$ cat config.mk
export PLATFORM = sky130hd
export DESIGN_NAME = add_mod_serial_flat
export DESIGN_NICKNAME = d
export VERILOG_FILES = /design/src/rtl/ecc_mod_pkg.sv /design/src/rtl/add_mod_serial_if.sv /design/src/rtl/limb_add_sub.sv /design/src/rtl/add_mod_serial.sv /design/src/flat_wrapper.sv
export SDC_FILE = /design/constraint.sdc
export NUM_CORES = 2
export LEC_CHECK = 0
export BUFFER_PORTS_ARGS = -buffer_cell sky130_fd_sc_hd__buf_4
export CAP_MARGIN = 20
export CORE_AREA = 2 2 406 408
export DETAILED_ROUTE_END_ITERATION = 12
export DIE_AREA = 0 0 408 410
export HOLD_SLACK_MARGIN = 0.02
export MAX_ROUTING_LAYER = met4
export PLACE_DENSITY_LB_ADDON = 0.25
export SETUP_SLACK_MARGIN = 0.3
export SLEW_MARGIN = 20
export SYNTH_ARGS = -nofsm -noshare
export SYNTH_HDL_FRONTEND = slang
export SYNTH_SLANG_ARGS = --single-unit
$ cat constraint.sdc
create_clock -name clk -period 10.3 [get_ports clk]
set_input_delay 2.06 -clock clk [delete_from_list [all_inputs] [get_ports clk]]
set_output_delay 2.06 -clock clk [all_outputs]
set_load 0.005 [all_outputs]
$ cat src/rtl/ecc_mod_pkg.sv
// -----------------------------------------------------------------------------
// ecc_mod_pkg
// Shared definitions for the limb-serial modular arithmetic blocks of the ECC
// field datapath: default operand/limb widths, the limb-count derivation and
// the IDLE/CALC/DONE sequencing encoding used by the serial mod add/sub units.
// No ports (package).
// -----------------------------------------------------------------------------
package ecc_mod_pkg;

    // Default field operand width and per-cycle limb width.
    localparam int unsigned ECC_DATA_WIDTH = 256;
    localparam int unsigned ECC_LIMB_WIDTH = 64;

    // Number of limbs an operand splits into; data_width must be a multiple of limb_width.
    function automatic int unsigned ecc_num_limbs(input int unsigned data_width,
                                                  input int unsigned limb_width);
        return data_width / limb_width;
    endfunction

    localparam int unsigned ECC_NUM_LIMBS = ecc_num_limbs(ECC_DATA_WIDTH, ECC_LIMB_WIDTH);

    // Sequencing states shared by the serial modular units.
    typedef enum logic [1:0] {
        ST_IDLE = 2'd0,
        ST_CALC = 2'd1,
        ST_DONE = 2'd2
    } mod_state_t;

endpackage : ecc_mod_pkg

$ cat src/rtl/add_mod_serial_if.sv
// -----------------------------------------------------------------------------
// add_mod_serial_if
// Operand/result handshake bundle for the serial modular adder.
// Signals:
//   in_valid  : producer has operands            (master -> slave)
//   in_ready  : block can accept operands        (slave  -> master)
//   opA, opB  : addends, each < opM              (master -> slave)
//   opM       : modulus, nonzero                 (master -> slave)
//   out_valid : result valid                     (slave  -> master)
//   out_ready : consumer accepts result          (master -> slave)
//   out_data  : (opA + opB) mod opM              (slave  -> master)
// -----------------------------------------------------------------------------
interface add_mod_serial_if
    import ecc_mod_pkg::*;
#(
    parameter int unsigned DATA_WIDTH = ECC_DATA_WIDTH
) ();

    logic                  in_valid;
    logic                  in_ready;
    logic [DATA_WIDTH-1:0] opA;
    logic [DATA_WIDTH-1:0] opB;
    logic [DATA_WIDTH-1:0] opM;
    logic                  out_valid;
    logic                  out_ready;
    logic [DATA_WIDTH-1:0] out_data;

    // Requester side: supplies operands, consumes results.
    modport master (
        output in_valid,
        output opA,
        output opB,
        output opM,
        output out_ready,
        input  in_ready,
        input  out_valid,
        input  out_data
    );

    // Adder side.
    modport slave (
        input  in_valid,
        input  opA,
        input  opB,
        input  opM,
        input  out_ready,
        output in_ready,
        output out_valid,
        output out_data
    );

endinterface : add_mod_serial_if

$ cat src/rtl/limb_add_sub.sv
// -----------------------------------------------------------------------------
// limb_add_sub
// One limb of the serial modular adder datapath (combinational). Adds two limbs
// with carry-in, then subtracts the modulus limb with borrow-in from the
// truncated sum, so the add and reduce chains advance in the same cycle.
// Ports:
//   i_a, i_b : addend limbs
//   i_m      : modulus limb
//   i_cin    : carry in from the previous (lower) limb
//   i_bin    : borrow in from the previous (lower) limb
//   o_s      : low LIMB_WIDTH bits of i_a + i_b + i_cin
//   o_cout   : carry out of the sum
//   o_d      : low LIMB_WIDTH bits of o_s - i_m - i_bin
//   o_bout   : borrow out of the difference
// -----------------------------------------------------------------------------
module limb_add_sub #(
    parameter int unsigned LIMB_WIDTH = 64
) (
    input  logic [LIMB_WIDTH-1:0] i_a,
    input  logic [LIMB_WIDTH-1:0] i_b,
    input  logic [LIMB_WIDTH-1:0] i_m,
    input  logic                  i_cin,
    input  logic                  i_bin,
    output logic [LIMB_WIDTH-1:0] o_s,
    output logic                  o_cout,
    output logic [LIMB_WIDTH-1:0] o_d,
    output logic                  o_bout
);

    localparam int unsigned EXT_W = LIMB_WIDTH + 1;

    logic [EXT_W-1:0] w_sum;
    logic [EXT_W-1:0] w_diff;

    // One extra bit on each chain captures carry/borrow out.
    assign w_sum  = {1'b0, i_a} + {1'b0, i_b} + EXT_W'(i_cin);
    // Borrow shows up as bit LIMB_WIDTH going high when the result is negative.
    assign w_diff = {1'b0, w_sum[LIMB_WIDTH-1:0]} - {1'b0, i_m} - EXT_W'(i_bin);

    assign o_s    = w_sum[LIMB_WIDTH-1:0];
    assign o_cout = w_sum[LIMB_WIDTH];
    assign o_d    = w_diff[LIMB_WIDTH-1:0];
    assign o_bout = w_diff[LIMB_WIDTH];

endmodule : limb_add_sub

$ cat src/rtl/add_mod_serial.sv
// -----------------------------------------------------------------------------
// add_mod_serial
// Multi-cycle modular adder: out_data = (opA + opB) mod opM, processed one
// limb per cycle, least significant limb first. Sum and sum-minus-modulus are
// built side by side; one extra cycle after the last limb picks the reduced
// or unreduced value into the output register.
// Ports:
//   clk   : clock, rising edge
//   rst_n : synchronous active-low reset
//   bus   : operand/result handshake (slave side)
//           in_valid/in_ready/opA/opB/opM in, out_valid/out_ready/out_data out
// Timing: out_valid rises NUM_LIMBS+1 edges after the accepting edge and holds
// with stable out_data until out_ready; no overlap between operations.
// -----------------------------------------------------------------------------
module add_mod_serial
    import ecc_mod_pkg::*;
#(
    parameter int unsigned DATA_WIDTH = ECC_DATA_WIDTH,
    parameter int unsigned LIMB_WIDTH = ECC_LIMB_WIDTH
) (
    input  logic            clk,
    input  logic            rst_n,
    add_mod_serial_if.slave bus
);

    localparam int unsigned NUM_LIMBS = ecc_num_limbs(DATA_WIDTH, LIMB_WIDTH);
    // idx runs 0..NUM_LIMBS; the value NUM_LIMBS marks the select cycle.
    localparam int unsigned IDX_W     = $clog2(NUM_LIMBS + 1);

    mod_state_t            r_state;
    mod_state_t            w_state_nxt;
    logic [IDX_W-1:0]      r_idx;

    logic [DATA_WIDTH-1:0] r_a;
    logic [DATA_WIDTH-1:0] r_b;
    logic [DATA_WIDTH-1:0] r_m;
    logic [DATA_WIDTH-1:0] r_sum;
    logic [DATA_WIDTH-1:0] r_diff;
    logic                  r_c;
    logic                  r_br;

    logic                  r_in_ready;
    logic                  r_out_valid;
    logic [DATA_WIDTH-1:0] r_out_data;
    logic                  w_in_ready_nxt;
    logic                  w_out_valid_nxt;

    logic                  w_accept;
    logic                  w_limb_step;
    logic                  w_finish;
    logic                  w_out_hs;

    logic [LIMB_WIDTH-1:0] w_limb_s;
    logic [LIMB_WIDTH-1:0] w_limb_d;
    logic                  w_cout;
    logic                  w_bout;

    assign w_accept    = r_in_ready & bus.in_valid;
    assign w_limb_step = (r_state == ST_CALC) && (r_idx < IDX_W'(NUM_LIMBS));
    assign w_finish    = (r_state == ST_CALC) && (r_idx == IDX_W'(NUM_LIMBS));
    assign w_out_hs    = r_out_valid & bus.out_ready;

    // Current low limb of each operand shift register feeds the limb slice.
    limb_add_sub #(
        .LIMB_WIDTH (LIMB_WIDTH)
    ) u_limb (
        .i_a    (r_a[LIMB_WIDTH-1:0]),
        .i_b    (r_b[LIMB_WIDTH-1:0]),
        .i_m    (r_m[LIMB_WIDTH-1:0]),
        .i_cin  (r_c),
        .i_bin  (r_br),
        .o_s    (w_limb_s),
        .o_cout (w_cout),
        .o_d    (w_limb_d),
        .o_bout (w_bout)
    );

    // State and handshake output registers.
    always_ff @(posedge clk) begin
        if (!rst_n) begin
            r_state     <= ST_IDLE;
            r_in_ready  <= 1'b1;
            r_out_valid <= 1'b0;
        end else begin
            r_state     <= w_state_nxt;
            r_in_ready  <= w_in_ready_nxt;
            r_out_valid <= w_out_valid_nxt;
        end
    end

    // Next-state decode.
    always_comb begin
        w_state_nxt = r_state;
        unique case (r_state)
            ST_IDLE: if (w_accept) w_state_nxt = ST_CALC;
            ST_CALC: if (w_finish) w_state_nxt = ST_DONE;
            ST_DONE: if (w_out_hs) w_state_nxt = ST_IDLE;
            default: w_state_nxt = ST_IDLE;
        endcase
    end

    // Handshake outputs follow the state being entered so they stay registered.
    always_comb begin
        w_in_ready_nxt  = 1'b0;
        w_out_valid_nxt = 1'b0;
        unique case (w_state_nxt)
            ST_IDLE: w_in_ready_nxt  = 1'b1;
            ST_DONE: w_out_valid_nxt = 1'b1;
            default: ;
        endcase
    end

    // Operand capture, limb-serial accumulate and final select.
    always_ff @(posedge clk) begin
        if (!rst_n) begin
            r_idx      <= '0;
            r_c        <= 1'b0;
            r_br       <= 1'b0;
            r_a        <= '0;
            r_b        <= '0;
            r_m        <= '0;
            r_sum      <= '0;
            r_diff     <= '0;
            r_out_data <= '0;
        end else if (w_accept) begin
            r_a   <= bus.opA;
            r_b   <= bus.opB;
            r_m   <= bus.opM;
            r_c   <= 1'b0;
            r_br  <= 1'b0;
            r_idx <= '0;
        end else if (w_limb_step) begin
            r_a    <= r_a >> LIMB_WIDTH;
            r_b    <= r_b >> LIMB_WIDTH;
            r_m    <= r_m >> LIMB_WIDTH;
            // New limb enters at the top; after NUM_LIMBS steps limb 0 sits at the bottom.
            r_sum  <= DATA_WIDTH'({w_limb_s, r_sum} >> LIMB_WIDTH);
            r_diff <= DATA_WIDTH'({w_limb_d, r_diff} >> LIMB_WIDTH);
            r_c    <= w_cout;
            r_br   <= w_bout;
            r_idx  <= r_idx + IDX_W'(1);
        end else if (w_finish) begin
            // A final carry or no final borrow both mean sum >= opM.
            r_out_data <= (r_c || !r_br) ? r_diff : r_sum;
        end
    end

    assign bus.in_ready  = r_in_ready;
    assign bus.out_valid = r_out_valid;
    assign bus.out_data  = r_out_data;

endmodule : add_mod_serial

$ cat src/flat_wrapper.sv
// flat-port wrapper written by rule: the top's interface ports become plain ports
module add_mod_serial_flat import ecc_mod_pkg::*;
#(
    parameter int unsigned DATA_WIDTH = ECC_DATA_WIDTH,
    parameter int unsigned LIMB_WIDTH = ECC_LIMB_WIDTH
)
  (clk, rst_n, bus_in_valid, bus_opA, bus_opB, bus_opM, bus_out_ready, bus_in_ready, bus_out_valid, bus_out_data);
  add_mod_serial_if #(.DATA_WIDTH(DATA_WIDTH)) bus_i ();
  input  logic clk;
  input  logic rst_n;
  input wire logic [$bits(bus_i.in_valid)-1:0] bus_in_valid;
  input wire logic [$bits(bus_i.opA)-1:0] bus_opA;
  input wire logic [$bits(bus_i.opB)-1:0] bus_opB;
  input wire logic [$bits(bus_i.opM)-1:0] bus_opM;
  input wire logic [$bits(bus_i.out_ready)-1:0] bus_out_ready;
  output wire logic [$bits(bus_i.in_ready)-1:0] bus_in_ready;
  output wire logic [$bits(bus_i.out_valid)-1:0] bus_out_valid;
  output wire logic [$bits(bus_i.out_data)-1:0] bus_out_data;
  assign bus_i.in_valid = bus_in_valid;
  assign bus_i.opA = bus_opA;
  assign bus_i.opB = bus_opB;
  assign bus_i.opM = bus_opM;
  assign bus_i.out_ready = bus_out_ready;
  assign bus_in_ready = bus_i.in_ready;
  assign bus_out_valid = bus_i.out_valid;
  assign bus_out_data = bus_i.out_data;
  add_mod_serial #(.DATA_WIDTH(DATA_WIDTH), .LIMB_WIDTH(LIMB_WIDTH)) u_core (.clk(clk), .rst_n(rst_n), .bus(bus_i));
endmodule
==> results by stage <==
Min path:
- The worst hold path passes through 2 cells.
- The path class of the lowest-slack min-delay path is reg -> reg.

Floorplanning:
- The y dimension of the die is 410 um.
- The core box area is 0.1635 mm^2.
- The width of the die is 408 um.
- Row generation in the floorplan step produced 149 rows.
- 1030 I/O pins were placed.
- For this configuration, the core starts out at a cell density of 41.62%.
- The area of the die is 0.1673 mm^2.

Detailed routing:
- The wire length after detailed routing is 278400 um.
- The post-route antenna net violation count is 0.
- The first detailed-routing pass ran for 6 iterations.
- The mean routed wirelength per cell is 23.66 um.
- The number of vias per cell is 5.589.
- The violation count after the first detailed-routing iteration is 7069.
- Summing over every cut layer, the via total after detailed routing is 65770.
- After detailed routing, the number of remaining DRC violations is 0.

Critical path:
- By instance count, the cell type seen most on the critical path is sky130_fd_sc_hd__a21o_1.
- The data required time at the worst endpoint is 11.02 ns.
- The largest individual stage delay along the critical path comes from the cell sky130_fd_sc_hd__dfxtp_1.
- The signal on the critical path passes through fa_1 > inv_1 > fa_1 > nand2b_1 > a21oi_1 > o21ai_1 > a21oi_2 > nor3_1 > or3_1 > o21ai_0 > xnor2_1 > ha_1 > inv_1 > ha_1 > a21o_1 > a21o_1 > a21oi_1 > a31o_2 > o2111ai_1 > a31o_2 > a21o_1 > a211o_1 > and3b_1 > or3_1.
- Data arrives at the worst endpoint at 7.04 ns.
- STA classifies the critical path endpoint as a flip-flop.
- For the worst flop-to-flop path, the logic depth is 24.
- The category of the worst setup path launch point is a flip-flop.
- The worst setup path is of the reg -> reg kind.
- The largest fanout on the critical path is 6.
- The maximum cell stage delay along the critical path is 0.45 ns.

STA:
- Derived from the worst setup path, the maximum achievable clock frequency is 158.2 MHz.
- The number of endpoints with negative hold slack in the final report is 0.
- After layout, the worst path uses 61.38% of the clock period.
- Setup violations remaining at the end of the flow were counted as 0.
- The number of max-slew violations in the final report is 0.
- The transition time of the tightest slew-check pin is 1.217 ns.
- Setup repair after global routing left no endpoint under its margin.
- Measured against its own limit, the worst slew margin works out to 18.85%.
- On the final layout, the worst hold slack is 0.4448 ns.
- The worst clock skew on the final layout is 0.05241 ns.
- The sum of negative setup slack is 0 ns.
- The final period demand of the worst path is 6.322 ns.

Logic synthesis:
- The summed instance area of the synthesized netlist is 0.06804 mm^2.
- The mean cell area of the mapped netlist is 7.680 um^2.
- The leading register cell type out of synthesis is sky130_fd_sc_hd__dfxtp_1.
- Counting every instance in the synthesized netlist gives 8860.
- The distinct cell type count of the synthesized netlist is 70.
- The synthesized design devotes to its leading area cell type 45.46% of total area.
- In this run, synthesis inferred 0 flip-flops with an integrated enable.
- The sequential fraction of the synthesis area is 45.46%.
- The number of nets handed over by synthesis was 9825.
- The synthesized flop and latch total is 1545.
- Ranked by total cell area, the synthesized netlist is headed by sky130_fd_sc_hd__dfxtp_1, sky130_fd_sc_hd__nand2_1, sky130_fd_sc_hd__a311oi_1.
- The cell type contributing the most total cell area after synthesis is sky130_fd_sc_hd__dfxtp_1.
- In the synthesized netlist the async set-or-reset flop fraction comes to 0%.
- The number of warnings issued by yosys is 0.

Clocking:
- The count of hold-fix buffers inserted at cts is 0.
- The number of setup buffers added after CTS is 0.
- The number of buffers created by CTS is 168.
- The latest clock arrival within the worst-skew pair is 0.85 ns.
- The number of sinks handled by clock tree synthesis is 1545.
- The tree is rooted in a sky130_fd_sc_hd__clkbuf_16.
- The TritonCTS clock tree is done.
- In this run, post-CTS repair resized a total of 0 instances.
- The clock tree synthesis step divided the H-tree into 4 levels.
- After clock tree synthesis, the clock-pin slew on the worst setup and hold paths is 0.07 ns.
- The longest clock path from root to sink contains 3 buffers.

Pwr:
- The ratio of total power to cell area is 212.0 mW/mm^2.
- Across the VDD grid, the largest voltage drop is 0.0001981 V.
- In this run the static leakage power is 30.91 nW.

Global routing:
- After global routing the overflow that remains totals 0.
- The number of antenna violations at the first check in global routing is 87.
- Global routing consumed, over all layers together, 32.50% of the routing resources.
- The via count of the first global-routing pass is 60450.
- Entering global routing, the biggest net connects 252 pins.
- The first global-routing pass estimated 402100 um of wire.

Placement:
- The half-perimeter wire length after detailed placement is 204000 um.
- The number of port buffers is 1029.
- The routability congestion estimate from global placement is 0.9983.

Cells and area:
- The fraction of final layout cells with drive strength greater than 1 is 14.48%.
- After the last flow step, the layout net total stands at 10330.
- The filler cells instantiated in the layout total 16040.
- The signed area change from the synthesized netlist to the final layout is 20.78%.

Run:
- The number of max-capacitance violations reported is 0.

Run status:
- The run finished with clean final reports.
-- layout make-up --
| type | instances | area [um^2] | share of cell area [%] |
|---|---|---|---|
| inverter | 170 | 645.6 | 0.7856 |
| antenna | 87 | 217.7 | 0.2649 |
| multi-input combinational | 6399 | 33720 | 41.04 |
| sequential | 1545 | 30930 | 37.64 |
| clock inverter | 49 | 644.4 | 0.7841 |
| timing repair buffer | 1080 | 8356 | 10.17 |
| clock buffer | 248 | 4925 | 5.993 |
| tap | 2189 | 2739 | 3.333 |
-- cells by family after synthesis --
logic type	count (synthesis)	synth area share, %
AOI/OAI and AO/OA	2012	21.10
xor gates and xnor gates	110	1.416
adders and majority gates	193	3.593
buffers and inverters	916	5.073
DFF	1545	45.46
muxes	7	0.1030
and+or+nand+nor	4077	23.26
-- per-stage QoR --
step / setup slack, ns / utilization, % / std cells / cell area [um^2] / power [mW]
final: 3.978 / 50.26 / 11770 / 82180 / 17.42
after global routing: 3.560 / 50.25 / 11760 / 82160 / 18.18
after CTS: 3.906 / 50.09 / 11680 / 81900 / 17.44
after detailed placement: 3.687 / 46.69 / 11380 / 76330 / 11.38
after global placement: 3.599 / 46.68 / 11380 / 76330 / 11.41
after floorplan: 5.165 / - / 8860 / 68040 / 9.693
-- worst paths after layout --
kind / start / to / slack, ns
max reg2reg: u_core.r_c / u_core.r_diff[250] / 3.98
min: u_core.r_sum[141] / u_core.r_sum[77] / 0.44
max: u_core.r_c / u_core.r_diff[250] / 3.98
min reg2reg: u_core.r_sum[141] / u_core.r_sum[77] / 0.44
-- Yosys cell counts (17+ instances only) --
master,number
sky130_fd_sc_hd__a311oi_1,834
sky130_fd_sc_hd__inv_1,169
sky130_fd_sc_hd__xor2_1,46
sky130_fd_sc_hd__o211ai_1,17
sky130_fd_sc_hd__nand2_1,2657
sky130_fd_sc_hd__dfxtp_1,1545
sky130_fd_sc_hd__nor2_1,1188
sky130_fd_sc_hd__xnor2_1,64
sky130_fd_sc_hd__a31oi_1,18
sky130_fd_sc_hd__nor3_1,34
sky130_fd_sc_hd__o21bai_1,29
sky130_fd_sc_hd__o21a_1,21
sky130_fd_sc_hd__a21oi_1,632
sky130_fd_sc_hd__nand4_1,39
sky130_fd_sc_hd__nand3_1,51
sky130_fd_sc_hd__o21ai_0,107
sky130_fd_sc_hd__a22oi_1,194
sky130_fd_sc_hd__ha_1,189
sky130_fd_sc_hd__a21o_1,70
sky130_fd_sc_hd__and2_1,18
sky130_fd_sc_hd__clkbuf_1,728
-- worst max-delay path, delay by kind of cell, from the launching register on --
kind                       cells  cell delay, ns
DFF                            1            0.45
and+or+nand+nor                5            1.25
AOI/OAI and AO/OA             12            2.77
buffers and inverters          2            0.11
xor gates and xnor gates       1            0.31
adders and majority gates      4            1.33
-- where the power goes --
| part | leakage [nW] | internal [mW] | switching (mW) |
|---|---|---|---|
| logic | 15.6 | 1.55 | 2.92 |
| registers | 12.6 | 6.41 | 0.441 |
| clock network | 2.71 | 3.46 | 2.64 |
-- flip-flops by register name, summed over array words and instances (netlist names) --
register              cells
u_core.bus.out_data     256
u_core.r_a              256
u_core.r_b              256
u_core.r_diff           256
u_core.r_m              256
u_core.r_sum            256
u_core.r_idx              3
u_core.r_state            2
u_core.bus.in_ready       1
u_core.bus.out_valid      1
u_core.r_br               1
u_core.r_c                1
-- per-layer routing --
metal | track usage [%] | vias to the layer above | part of all wire (%)
met5 | - | - | 0
met4 | 14.48 | 0 | 4.3
met2 | 49.70 | 2342 | 45
met3 | 6.261 | 418 | 7.0
li1 | - | 31680 | -
met1 | 41.63 | 31330 | 43
-- cells in the final DEF (no fill, tap or decap), types with 21 or more instances in the layout --
master                      instances
sky130_fd_sc_hd__clkbuf_16        168
sky130_fd_sc_hd__a22oi_1          194
sky130_fd_sc_hd__buf_4           1058
sky130_fd_sc_hd__a21o_1            70
sky130_fd_sc_hd__nand3_1           51
sky130_fd_sc_hd__diode_2           87
sky130_fd_sc_hd__clkbuf_8          42
sky130_fd_sc_hd__dfxtp_1         1545
sky130_fd_sc_hd__xnor2_1           64
sky130_fd_sc_hd__o21a_1            21
sky130_fd_sc_hd__nand2_1         2653
sky130_fd_sc_hd__nor3_1            33
sky130_fd_sc_hd__a311oi_1         834
sky130_fd_sc_hd__nor2_1          1185
sky130_fd_sc_hd__a21oi_1          632
sky130_fd_sc_hd__nand4_1           39
sky130_fd_sc_hd__xor2_1            46
sky130_fd_sc_hd__o21bai_1          29
sky130_fd_sc_hd__ha_1             189
sky130_fd_sc_hd__o21ai_0          107
sky130_fd_sc_hd__clkbuf_1          38
sky130_fd_sc_hd__inv_1            169
No activity file was read; power rests on OpenSTA's default activity.
